--- config.mk ---
export PLATFORM = sky130hd
export DESIGN_NAME = branch_sched
export DESIGN_NICKNAME = d
export VERILOG_FILES = /design/src/rtl/branch_sched_pkg.sv /design/src/rtl/branch_sched_sat_counter.sv /design/src/rtl/branch_sched.sv
export SDC_FILE = /design/constraint.sdc
export NUM_CORES = 1
export LEC_CHECK = 0
export ABC_AREA = 1
export CORE_MARGIN = 5
export CORE_UTILIZATION = 30
export CTS_CLUSTER_SIZE = 12
export DETAILED_ROUTE_END_ITERATION = 12
export HOLD_SLACK_MARGIN = 0.03
export PLACE_DENSITY = 0.58
export SYNTH_ARGS = -nofsm -noshare
export SYNTH_HDL_FRONTEND = slang
export SYNTH_SLANG_ARGS = --single-unit
--- constraint.sdc ---
create_clock -name clk -period 2.6 [get_ports clk]
set_clock_uncertainty 0.05 [all_clocks]
set_input_delay 0.52 -clock clk [delete_from_list [all_inputs] [get_ports clk]]
set_output_delay 0.52 -clock clk [all_outputs]
set_load 0.1 [all_outputs]
--- src/rtl/branch_sched_pkg.sv ---
// Shared definitions for the branch scheduler: comparator type codes, FSM
// state encoding and the branch target helper.
package branch_sched_pkg;

  localparam logic [3:0] BR_BEQ = 4'b0001;
  localparam logic [3:0] BR_LT  = 4'b0010;
  localparam logic [3:0] BR_LE  = 4'b0100;

  typedef enum logic [1:0] {
    S_IDLE = 2'd0,
    S_WAIT = 2'd1,
    S_CMP  = 2'd2,
    S_DONE = 2'd3
  } state_t;

  // imm counts words, so it is sign-extended and scaled by 4; the sum wraps at 32 bits
  function automatic logic [31:0] branch_target(input logic [31:0] pc,
                                                input logic [15:0] imm);
    return pc + 32'd4 + {{14{imm[15]}}, imm, 2'b00};
  endfunction

endpackage

--- src/rtl/branch_sched_sat_counter.sv ---
// Statistics counter that sticks at all-ones instead of wrapping.
module sat_counter #(
  parameter int CNT_W = 32
) (
  input  logic             clk,
  input  logic             reset,
  input  logic             inc,
  output logic [CNT_W-1:0] count
);

  always_ff @(posedge clk or negedge reset) begin
    if (!reset) begin
      count <= '0;
    end else if (inc && (count != '1)) begin
      count <= count + CNT_W'(1);
    end
  end

endmodule

--- src/rtl/branch_sched.sv ---
// Sequences the shared external branch comparator: waits for forwarded
// operands, compares, and emits a one-cycle resolution and redirect pulse.
module branch_sched
  import branch_sched_pkg::*;
#(
  parameter int CNT_W = 32
) (
  input  logic             clk,
  input  logic             reset,
  input  logic             req_valid,
  output logic             req_ready,
  input  logic [3:0]       req_type,
  input  logic [31:0]      req_pc,
  input  logic [15:0]      req_imm,
  input  logic [31:0]      opnd_a,
  input  logic             opnd_a_ok,
  input  logic [31:0]      opnd_b,
  input  logic             opnd_b_ok,
  input  logic             flush,
  output logic [31:0]      cmp_a,
  output logic [31:0]      cmp_b,
  output logic [3:0]       cmp_type,
  input  logic             cmp_result,
  output logic             stall,
  output logic             done,
  output logic             taken,
  output logic             redirect_valid,
  output logic [31:0]      redirect_pc,
  output logic [CNT_W-1:0] br_cnt,
  output logic [CNT_W-1:0] taken_cnt,
  output logic [CNT_W-1:0] stall_cnt
);

  state_t      state, next_state;
  logic [3:0]  type_r;
  logic [31:0] pc_r;
  logic [15:0] imm_r;
  logic [31:0] a_r, b_r;
  logic        taken_r;
  logic [31:0] target_r;

  logic accept, ops_ok;

  // A flush in IDLE blocks acceptance of a simultaneous request
  assign accept = (state == S_IDLE) && req_valid && !flush;
  assign ops_ok = opnd_a_ok && opnd_b_ok;

  always_ff @(posedge clk or negedge reset) begin
    if (!reset) begin
      state <= S_IDLE;
    end else begin
      state <= next_state;
    end
  end

  // Operands are captured only as a complete pair, never one at a time
  always_ff @(posedge clk or negedge reset) begin
    if (!reset) begin
      type_r   <= '0;
      pc_r     <= '0;
      imm_r    <= '0;
      a_r      <= '0;
      b_r      <= '0;
      taken_r  <= 1'b0;
      target_r <= '0;
    end else begin
      if (accept) begin
        type_r <= req_type;
        pc_r   <= req_pc;
        imm_r  <= req_imm;
      end
      if ((accept || (state == S_WAIT)) && ops_ok) begin
        a_r <= opnd_a;
        b_r <= opnd_b;
      end
      if (state == S_CMP) begin
        taken_r  <= cmp_result;
        target_r <= branch_target(pc_r, imm_r);
      end
    end
  end

  always_comb begin
    next_state     = state;
    req_ready      = 1'b0;
    stall          = 1'b0;
    done           = 1'b0;
    taken          = 1'b0;
    redirect_valid = 1'b0;
    redirect_pc    = '0;
    cmp_a          = '0;
    cmp_b          = '0;
    cmp_type       = '0;
    case (state)
      S_IDLE: begin
        req_ready = 1'b1;
        if (accept) begin
          next_state = ops_ok ? S_CMP : S_WAIT;
        end
      end
      S_WAIT: begin
        stall = 1'b1;
        if (flush) begin
          next_state = S_IDLE;
        end else if (ops_ok) begin
          next_state = S_CMP;
        end
      end
      S_CMP: begin
        stall      = 1'b1;
        cmp_a      = a_r;
        cmp_b      = b_r;
        cmp_type   = type_r;
        next_state = flush ? S_IDLE : S_DONE;
      end
      S_DONE: begin
        done           = 1'b1;
        taken          = taken_r;
        redirect_valid = taken_r;
        redirect_pc    = taken_r ? target_r : 32'd0;
        next_state     = S_IDLE;
      end
      default: next_state = S_IDLE;
    endcase
  end

  // A flushed WAIT cycle is abandoned work, so it is not counted as a stall
  sat_counter #(.CNT_W(CNT_W)) u_br_cnt (
    .clk   (clk),
    .reset (reset),
    .inc   (state == S_DONE),
    .count (br_cnt)
  );

  sat_counter #(.CNT_W(CNT_W)) u_taken_cnt (
    .clk   (clk),
    .reset (reset),
    .inc   ((state == S_DONE) && taken_r),
    .count (taken_cnt)
  );

  sat_counter #(.CNT_W(CNT_W)) u_stall_cnt (
    .clk   (clk),
    .reset (reset),
    .inc   ((state == S_WAIT) && !flush),
    .count (stall_cnt)
  );

endmodule

==> results.tsv <==
stage	metric	value	unit
outcome	outcome	finished, final reports clean	
sta	Slew Limit Fails	0	
floorplanning	Total Die Area	54000	um2
power_and_ir_drop	Reg power frac	22.7	%
worst_setup_path	Crit Path Max Fanout	13	
worst_setup_path	Required @ worst endpoint	2.03	ns
floorplanning	Die W	232	um
logic_synthesis	Post-synth EDFFs	0	
floorplanning	# IOs	324	
logic_synthesis	largest area contributor in the netlist	dfrtp_1	
clock_tree	clock tree buffer depth	3	
min_path	Hold WC Path Type	input port to asynchronous set/reset pin	
power_and_ir_drop	Combinational Power Share	60.3	%
detailed_routing	first drt pass iteration count	6	
placed_design	HPWL after DPL	38000	um
worst_setup_path	Critical Path Sink Type	output pin	
logic_synthesis	Seq/Total Area, Yosys	41.7	%
detailed_routing	DR vias/cell	4.55	
worst_setup_path	CP Buf/Inv Count	2	
detailed_routing	Routed Antenna Nets	0	
grt	largest net degree at the start of global routing	72	
sta	RSZ-0062 raised after global routing	false	
final_layout	Finished Cell Area	21400	um2
power_and_ir_drop	internal power component	13700	uW
grt	vias in the first global route	13700	
power_and_ir_drop	IR drop worst, VDD	944	uV
placed_design	placed cell areas	20200	um2
logic_synthesis	commonest cells in the netlist	627 x nand2_1, 284 x inv_1, 247 x dfrtp_1	
sta	Highest Clock Rate	403	MHz
logic_synthesis	Post-Syn Instances	1923	
clock_tree	CTS tree	built	
detailed_routing	drt total wl	48200	um
detailed_routing	Routed WL per cell	16.3	um
final_layout	# nets final	2466	
logic_synthesis	synth top area cells	dfrtp_1 42%, nand2_1 16%, mux2_2 8.6%	
sta	Worst Tran Pin Value	0.728	ns
worst_setup_path	critical path's largest stage delay	0.43	ns
logic_synthesis	Synthesized Nets	2111	
grt	global-route usage over all layers	17.6	%
clock_tree	CTS sink count	247	
worst_setup_path	Worst setup SP type	register	
detailed_routing	via count	13500	
floorplanning	die height	232	um
worst_setup_path	WS Path Type	register to output pin	
worst_setup_path	crit path cell chain	ha_4 -> nand2_8 -> buf_16 -> nor2_2 -> buf_12	
logic_synthesis	YS warnings	0	
logic_synthesis	share of the synthesized area in the top cell type	41.7	%
grt	Overflow after GRT	0	
worst_setup_path	Crit-path slowest cell	dfrtp_2	
flow_run	Max-cap violations	0	
logic_synthesis	Distinct cells, synth	35	
final_layout	ant diodes	0	
clock_tree	Clk Latency, worst-skew pair	0.57	ns
power_and_ir_drop	P per Cell Area	1260	nW/um2
floorplanning	Rows	81	
floorplanning	Core Footprint	49000	um2
sta	Setup violations, final	0	
sta	period utilization	95.5	%
grt	initial antenna violation count	4	
clock_tree	Root Buffer	clkbuf_16	
clock_tree	Worst-path clk slew	0.06	ns
detailed_routing	Residual DRC	0	
floorplanning	initial core utilization	30.3	%
logic_synthesis	flops & latches, synth	247	
sta	Tmin final	2.48	ns
final_layout	Fillers	4816	
logic_synthesis	most numerous cell in the Yosys netlist	nand2_1	
worst_setup_path	WP data arrival	1.91	ns
clock_tree	number of H-tree levels	1	
logic_synthesis	Post-synth ARST share	100	%
sta	Worst Hold Slack	0.341	ns
power_and_ir_drop	clock power share	17.0	%
clock_tree	TritonCTS Buffers	31	
logic_synthesis	Post-synth top flop	dfrtp_1	
placed_design	PortBufs	323	
worst_setup_path	Worst path top cell family by delay	flip-flops	
sta	Final Hold Viols	0	
power_and_ir_drop	NetSw	13100	uW
final_layout	share of layout cells above drive strength 1	21.2	%
placed_design	Routability Congestion	0.912	
power_and_ir_drop	LEAKAGE	0.0105	uW
grt	global-route wire length before repair	76600	um
logic_synthesis	synthesized area	14800	um2
power_and_ir_drop	Switching Fraction	48.9	%
final_layout	P&R area growth vs syn	44.0	%
logic_synthesis	Synth Area per Inst	7.72	um2
sta	Max-slew headroom	51.4	%
detailed_routing	DRT iter0 DRCs	789	
-- timing repair --
action,in CTS,in global routing
endpoints found under the hold margin,25,0
hold buffers,1,0
endpoints found under the setup margin,82,57
pin swaps,2,2
cloned,1,0
setup buffers,4,1
gates resized for setup,4,6
-- metrics by stage --
stage	setup TNS [ns]	setup WS, ns	total power [uW]	util [%]	cells
6_report	0	0.117	26900	43.7	2964
5_1_grt	0	0.00207	28900	43.7	2964
4_1_cts	0	0.00301	27200	43.6	2963
3_5_place_dp	0	0.111	22300	41.2	2902
3_3_place_gp	0	0.154	22100	41.2	2902
2_1_floorplan	-0.230	-0.0415	17100	-	1923
-- cell families (layout without fill, tap and decap cells) --
| family | Yosys count | in the layout | synth area share, % |
|---|---|---|---|
| buffers and inverters | 347 | 724 | 9.16 |
| DFF | 247 | 247 | 41.7 |
| muxes | 113 | 113 | 8.58 |
| AOI/OAI and AO/OA | 121 | 121 | 4.32 |
| xor gates and xnor gates | 76 | 76 | 4.49 |
| and+or+nand+nor | 954 | 954 | 26.3 |
| adders and majority gates | 65 | 65 | 5.53 |
-- sequential cells by signal, summed over array words and instances, names as in the netlist --
name	cells
a_r	32
b_r	32
pc_r	32
target_r	32
u_br_cnt.count	32
u_stall_cnt.count	32
u_taken_cnt.count	32
imm_r	16
type_r	4
state	2
taken_r	1
-- cell type report --
| cell class | count | area (um2) | area share (%) |
|---|---|---|---|
| multi-input combinational | 1329 | 7580 | 35.5 |
| sequential | 247 | 6180 | 28.9 |
| timing repair buffer | 369 | 4570 | 21.4 |
| inverter | 300 | 1130 | 5.27 |
| clock buffer | 44 | 895 | 4.19 |
| tap | 664 | 831 | 3.89 |
| clock inverter | 11 | 184 | 0.861 |
-- routing by layer --
metal	routed length, um	up-vias	part of all wire (%)	GRT usage [%]
met5	48	-	0.10	0
met3	4810	62	10	7.16
li1	-	6699	-	-
met4	727	8	1.5	2.81
met1	21100	6311	44	23.3
met2	21500	393	45	27.7
-- power by group through the flow --
stage / Clock, uW / Combinational [uW] / Sequential [uW]
after floorplan: 0 / 10000 / 7040
after global placement: 0 / 16000 / 6100
after detailed placement: 0 / 16100 / 6170
after CTS: 4740 / 16300 / 6120
after global routing: 4880 / 17700 / 6290
final: 4570 / 16200 / 6100
-- cells in the final DEF, fill, tap and decap left out, types with 40 or more instances in the layout --
| cell type | instances |
|---|---|
| nand3_1 | 64 |
| o21ai_1 | 40 |
| nand2_1 | 625 |
| buf_4 | 127 |
| clkdlybuf4s50_1 | 121 |
| nor2_1 | 135 |
| inv_1 | 283 |
| xor2_1 | 57 |
| mux2_2 | 113 |
| dfrtp_1 | 244 |
| buf_12 | 115 |
| nor3_1 | 46 |
| o21ai_0 | 46 |
| ha_1 | 62 |
-- path summary, 6_finish.rpt --
check | start | to | slack [ns] | depth (start not counted)
setup / recovery | state[1] | redirect_pc[0] | 0.12 | 5
hold / removal | reset | pc_r[28] | 0.34 | 2
max in group asynchronous | reset | a_r[31] | 1.40 | 4
hold reg to reg | target_r[22] | target_r[22] | 0.43 | 2
min in group clk | target_r[22] | target_r[22] | 0.43 | 2
setup reg to reg | pc_r[3] | target_r[31] | 0.15 | 11
(Power assumes the default switching activity.)
